--- config.mk ---
export PLATFORM = sky130hd
export DESIGN_NAME = cdc_handshake_source
export DESIGN_NICKNAME = d
export VERILOG_FILES = /design/src/rtl/cdc_pkg.sv /design/src/rtl/cdc_down_counter.sv /design/src/rtl/cdc_handshake_source.sv
export SDC_FILE = /design/constraint.sdc
export NUM_CORES = 1
export LEC_CHECK = 0
export BUFFER_PORTS_ARGS = -buffer_cell sky130_fd_sc_hd__clkbuf_2
export CAP_MARGIN = 20
export CORE_ASPECT_RATIO = 2
export CORE_MARGIN = 2
export CORE_UTILIZATION = 53
export DETAILED_ROUTE_END_ITERATION = 16
export PLACE_DENSITY = 0.83
export SLEW_MARGIN = 15
export SYNTH_ARGS = -nofsm -noshare
export SYNTH_HDL_FRONTEND = slang
export SYNTH_SLANG_ARGS = --single-unit
--- constraint.sdc ---
create_clock -name clk_i -period 3.35 [get_ports clk_i]
set_input_delay 0.1675 -clock clk_i [delete_from_list [all_inputs] [get_ports clk_i]]
set_output_delay 0.1675 -clock clk_i [all_outputs]
set_load 0.03 [all_outputs]
--- src/rtl/cdc_pkg.sv ---
// Shared types and helpers for the source side of the req/ack CDC handshake.
package cdc_pkg;

  typedef enum logic [1:0] {
    IDLE,
    REQUEST,
    WAIT_ACK,
    GUARD
  } hs_state_t;

  localparam int DEFAULT_TIMEOUT_CYCLES = 256;
  localparam int DEFAULT_GUARD_CYCLES   = 4;

  // Bits needed to hold 0..n, never less than one.
  function automatic int cnt_width(input int n);
    return (n < 1) ? 1 : $clog2(n + 1);
  endfunction

endpackage

--- src/rtl/cdc_down_counter.sv ---
// Loadable down counter that saturates at zero and flags when it sits there.
module cdc_down_counter #(
  parameter int WIDTH = 1
) (
  input  logic             clk,
  input  logic             rst,
  input  logic             load,
  input  logic [WIDTH-1:0] load_value,
  input  logic             dec,
  output logic             zero
);

  logic [WIDTH-1:0] count;

  // NOTE: sequential state is updated with <= so every flop samples pre-edge values.
  always_ff @(posedge clk or posedge rst) begin
    if (rst) begin
      count <= '0;
    end else if (load) begin
      count <= load_value;
    end else if (dec && (count != '0)) begin
      count <= count - WIDTH'(1);
    end
  end

  assign zero = (count == '0);

endmodule

--- src/rtl/cdc_handshake_source.sv ---
// Source-domain controller: captures a word, pulses req, waits for ack or
// timeout, then holds off for a guard gap before accepting the next word.
module cdc_handshake_source
  import cdc_pkg::*;
#(
  parameter int DATA_WIDTH     = 32,
  parameter int TIMEOUT_CYCLES = DEFAULT_TIMEOUT_CYCLES,
  parameter int GUARD_CYCLES   = DEFAULT_GUARD_CYCLES
) (
  input  logic                  clk_i,
  input  logic                  rst_i,
  input  logic [DATA_WIDTH-1:0] data_i,
  input  logic                  valid_i,
  output logic                  ready_o,
  output logic [DATA_WIDTH-1:0] data_o,
  output logic                  req_pulse_o,
  input  logic                  ack_pulse_i,
  output logic                  done_o,
  output logic                  timeout_o,
  output logic                  stray_ack_o,
  input  logic                  clear_i
);

  localparam int TIMEOUT_W = cnt_width(TIMEOUT_CYCLES);
  localparam int GUARD_W   = cnt_width(GUARD_CYCLES);
  localparam bit TIMEOUT_EN = (TIMEOUT_CYCLES != 0);

  // Down counters load N-1 so the zero flag marks the Nth cycle in the state.
  localparam logic [TIMEOUT_W-1:0] TIMEOUT_LOAD =
    TIMEOUT_W'((TIMEOUT_CYCLES == 0) ? 0 : TIMEOUT_CYCLES - 1);
  localparam logic [GUARD_W-1:0] GUARD_LOAD =
    GUARD_W'((GUARD_CYCLES < 1) ? 0 : GUARD_CYCLES - 1);

  hs_state_t state;

  logic timeout_zero;
  logic guard_zero;
  logic timeout_hit;
  logic leave_wait;

  assign timeout_hit = TIMEOUT_EN && (state == WAIT_ACK) && timeout_zero && !ack_pulse_i;
  assign leave_wait  = (state == WAIT_ACK) && (ack_pulse_i || timeout_hit);

  cdc_down_counter #(.WIDTH(TIMEOUT_W)) u_timeout_cnt (
    .clk        (clk_i),
    .rst        (rst_i),
    .load       (state == REQUEST),
    .load_value (TIMEOUT_LOAD),
    .dec        (state == WAIT_ACK),
    .zero       (timeout_zero)
  );

  cdc_down_counter #(.WIDTH(GUARD_W)) u_guard_cnt (
    .clk        (clk_i),
    .rst        (rst_i),
    .load       (leave_wait),
    .load_value (GUARD_LOAD),
    .dec        (state == GUARD),
    .zero       (guard_zero)
  );

  always_ff @(posedge clk_i or posedge rst_i) begin
    if (rst_i) begin
      state       <= IDLE;
      ready_o     <= 1'b1;
      data_o      <= '0;
      req_pulse_o <= 1'b0;
      done_o      <= 1'b0;
      timeout_o   <= 1'b0;
      stray_ack_o <= 1'b0;
    end else begin
      req_pulse_o <= 1'b0;
      done_o      <= 1'b0;
      timeout_o   <= 1'b0;

      case (state)
        IDLE: begin
          if (valid_i && ready_o) begin
            data_o      <= data_i;
            ready_o     <= 1'b0;
            req_pulse_o <= 1'b1;
            state       <= REQUEST;
          end
        end
        REQUEST: state <= WAIT_ACK;
        WAIT_ACK: begin
          // Ack takes priority over a timeout expiring in the same cycle.
          if (ack_pulse_i) begin
            done_o <= 1'b1;
            state  <= GUARD;
          end else if (timeout_hit) begin
            timeout_o <= 1'b1;
            state     <= GUARD;
          end
        end
        GUARD: begin
          if (guard_zero) begin
            ready_o <= 1'b1;
            state   <= IDLE;
          end
        end
        default: state <= IDLE;
      endcase

      // Set wins over clear so a stray ack is never lost.
      if (ack_pulse_i && (state != WAIT_ACK)) begin
        stray_ack_o <= 1'b1;
      end else if (clear_i) begin
        stray_ack_o <= 1'b0;
      end
    end
  end

endmodule
==> reports/metrics.json <==
{
  "htree_levels": {"value": 2},
  "detailedPlacementHpwl": {"value": 3100, "unit": "µm"},
  "total_leakage_power": {"value": 1.35, "unit": "nW"},
  "clock-sinks": {"value": 51},
  "core_area": {"value": 4050, "unit": "µm²"},
  "pwr-share-seq": {"value": 0.376},
  "setup_total_negative_slack": {"value": 0, "unit": "ns"},
  "clockPowerShare": {"value": 0.140},
  "post-route-util": {"value": 0.678},
  "floorplan.die.height": {"value": 95.1, "unit": "µm"},
  "postSynthCellCount": {"value": 167},
  "gpl.final_weighted_congestion": {"value": 0.845},
  "fillerInstances": {"value": 298},
  "synth_fp_nets": {"value": 211},
  "ys.flop_type": {"value": "sky130_fd_sc_hd__dfrtp_1"},
  "power.combinational.fraction": {"value": 0.484},
  "yosys.area.top_type": {"value": "sky130_fd_sc_hd__dfrtp_1"},
  "post_synth_num_cell_types": {"value": 36},
  "fin_nets": {"value": 289},
  "grt.overflow.total": {"value": 0},
  "post-synth-top-area-fraction": {"value": 0.569},
  "cp-end-kind": {"value": "flop"},
  "cts_root_buffer": {"value": "sky130_fd_sc_hd__clkbuf_8"},
  "cts_tree": {"value": "done"},
  "drt_pass1_iterations": {"value": 3},
  "crit_path_setup_slack_layout": {"value": 1.17, "unit": "ns"},
  "area_growth": {"value": 24.8, "unit": "%"},
  "max_freq": {"value": 458, "unit": "MHz"},
  "worstHoldPathType": {"value": "input pin to flop"},
  "async_reset_ff_frac": {"value": 1.00},
  "num_antenna_cells": {"value": 0},
  "edff_count_synth": {"value": 0},
  "yosys_register_bits": {"value": 51},
  "pin_count_of_the_biggest_net_entering_global_routing": {"value": 52},
  "tightest_slew": {"value": 0.461, "unit": "ns"},
  "postCtsSetupRepairBufs": {"value": 0},
  "final-setup-viol-count": {"value": 0},
  "wire_per_inst": {"value": 13.5, "unit": "µm"},
  "timing.max_slew.rel_slack": {"value": 0.690},
  "status": {"value": "finished, final reports clean"},
  "yosys-top-cells-count": {"value": "50 x sky130_fd_sc_hd__dfrtp_1, 33 x sky130_fd_sc_hd__mux2_2, 13 x sky130_fd_sc_hd__inv_1"},
  "cts_buffers": {"value": 5},
  "cts_resized": {"value": 0},
  "antenna_found_initial": {"value": 0},
  "detailedRoute.firstIterationViolations": {"value": 22},
  "final_max_slew_viol_count": {"value": 0},
  "max-cap-violations": {"value": 0},
  "power_density": {"value": 988, "unit": "nW/µm²"},
  "cts_hold_repair.buffers": {"value": 0},
  "setup_skew_after_layout": {"value": 0.00593, "unit": "ns"},
  "design_power_total": {"value": 2.71, "unit": "mW"},
  "vdd_ir_drop_max": {"value": 687, "unit": "µV"},
  "hold_violations": {"value": 0},
  "synthMostInstantiatedCell": {"value": "sky130_fd_sc_hd__dfrtp_1"},
  "clock_latency_at_the_later_pin_of_the_worst_skew_pair": {"value": 0.30, "unit": "ns"},
  "start_util": {"value": 0.543},
  "synth_seq_area_share": {"value": 0.581},
  "rows": {"value": 33},
  "total_drc_errors_in_the_routed_layout": {"value": 0},
  "critPathKind": {"value": "flop to flop"},
  "netSwitchingPower": {"value": 1.15, "unit": "mW"},
  "critPathArrivalTime": {"value": 2.38, "unit": "ns"},
  "swShare": {"value": 0.423},
  "synth-warning-count": {"value": 0},
  "first_global_vias": {"value": 1523},
  "layout_min_cycle_time": {"value": 2.18, "unit": "ns"},
  "clock_tree_buffer_depth": {"value": 2},
  "drtAntennaViolNets": {"value": 0},
  "first_pass_grt_wire_length": {"value": 6530, "unit": "µm"},
  "wl": {"value": 4010, "unit": "µm"},
  "via_per_instance_ratio": {"value": 5.09},
  "dieArea": {"value": 4710, "unit": "µm²"},
  "port-buffer-count": {"value": 73},
  "syn-mean-instance-area": {"value": 13.2, "unit": "µm²"},
  "cell_internal_pwr": {"value": 1.56, "unit": "mW"},
  "detailroute.via_count": {"value": 1517},
  "die-width": {"value": 49.5, "unit": "µm"},
  "syn_area": {"value": 2200, "unit": "µm²"},
  "critical_path.startpoint_type": {"value": "flop"},
  "finalCritPeriodShare": {"value": 0.652},
  "worstPathMaxFanout": {"value": 12},
  "cp_data_required_time": {"value": 3.54, "unit": "ns"},
  "yosys-top-cells-area": {"value": "sky130_fd_sc_hd__dfrtp_1 57%, sky130_fd_sc_hd__mux2_2 17%, sky130_fd_sc_hd__ha_1 4.0%"},
  "io_pins": {"value": 74},
  "clk_pin_slew_worst_paths": {"value": 0.08, "unit": "ns"},
  "place_worst_setup_slack": {"value": 1.16, "unit": "ns"},
  "drive_above_1_share": {"value": 0.492},
  "whs": {"value": 0.0533, "unit": "ns"},
  "rsz_0062_raised_after_global_routing": {"value": "false"},
  "grt_util_all_layers": {"value": 0.180}
}
==> worst paths after layout <==
| path | startpoint | to | slack, ns | depth (start not counted) |
|---|---|---|---|---|
| hold / removal | clear_i | stray_ack_o | 0.05 | 2 |
| max in group asynchronous | rst_i | ready_o | 2.37 | 4 |
| min in group asynchronous | rst_i | data_o[15] | 0.40 | 3 |
| setup / recovery | u_timeout_cnt.count[0] | state[1] | 1.17 | 6 |
| setup reg to reg | u_timeout_cnt.count[0] | state[1] | 1.17 | 6 |
| hold reg to reg | u_timeout_cnt.count[8] | timeout_o | 0.47 | 1 |
==> cells in the final DEF (no fill, tap or decap), types with 3 or more instances in the layout <==
cell type and n:
sky130_fd_sc_hd__inv_1 12, sky130_fd_sc_hd__mux2i_1 4, sky130_fd_sc_hd__nor2_1 9, sky130_fd_sc_hd__clkbuf_2 73
sky130_fd_sc_hd__ha_1 7, sky130_fd_sc_hd__o21ai_0 4, sky130_fd_sc_hd__nand2_1 6, sky130_fd_sc_hd__nor4_1 3
sky130_fd_sc_hd__clkbuf_8 7, sky130_fd_sc_hd__nor2b_1 4, sky130_fd_sc_hd__dfrtp_1 50, sky130_fd_sc_hd__mux2_2 33
==> routing by layer <==
metal | vias up | track usage | part of all wire
met1 | 729 | 0.175 | 0.36
met3 | 6 | 0.0329 | 0.044
met2 | 50 | 0.353 | 0.57
li1 | 732 | - | -
met4 | 0 | 0.0856 | 0.019
met5 | - | 0 | 0
==> flip-flops by register name, summed over array words and instances, names as in the netlist <==
signal	cells
stray_ack_o	1
req_pulse_o	1
ready_o	1
timeout_o	1
u_timeout_cnt.count	9
state	2
data_o	32
done_o	1
u_guard_cnt.count	3
==> power by group through the flow <==
stage	Combinational [mW]	Sequential, mW	Clock, mW
global route	1.42	1.05	0.425
finish	1.31	1.02	0.381
detailed placement	1.33	1.03	0
floorplan	0.557	1.45	0
global placement	1.30	1.01	0
CTS	1.33	1.02	0.392
==> kinds of logic (layout without fill, tap and decap cells) <==
logic type	count (synthesis)	in the layout	share of synthesized area
compound gates	16	16	0.0541
flops	51	51	0.581
simple gates	35	35	0.0911
mux	37	37	0.187
xor+xnor	3	3	0.0120
fa+ha+maj	7	7	0.0399
buf+inv	18	97	0.0342
==> per-stage QoR <==
stage	area (µm²)	instances
finish	2740	298
global route	2740	298
CTS	2710	296
detailed placement	2610	288
global placement	2610	288
floorplan	2200	167
==> worst max-delay path, stage by stage, from the launching register on <==
cell,delay (ns)
sky130_fd_sc_hd__dfrtp_1,0.40
sky130_fd_sc_hd__inv_1,0.11
sky130_fd_sc_hd__ha_1,0.18
sky130_fd_sc_hd__or4b_4,0.51
sky130_fd_sc_hd__o21ai_4,0.34
sky130_fd_sc_hd__o211a_1,0.21
sky130_fd_sc_hd__mux2_2,0.33
==> area by class of cell <==
cell class,count,area [µm²],area share
Clock buffer,7,96.3,0.0351
Clock inverter,1,7.51,0.00274
Inverter,13,48.8,0.0178
Multi-Input combinational cell,98,845,0.308
Sequential cell,51,1280,0.466
Tap cell,52,65.1,0.0237
Timing Repair Buffer,76,403,0.147
(Power assumes the default switching activity.)
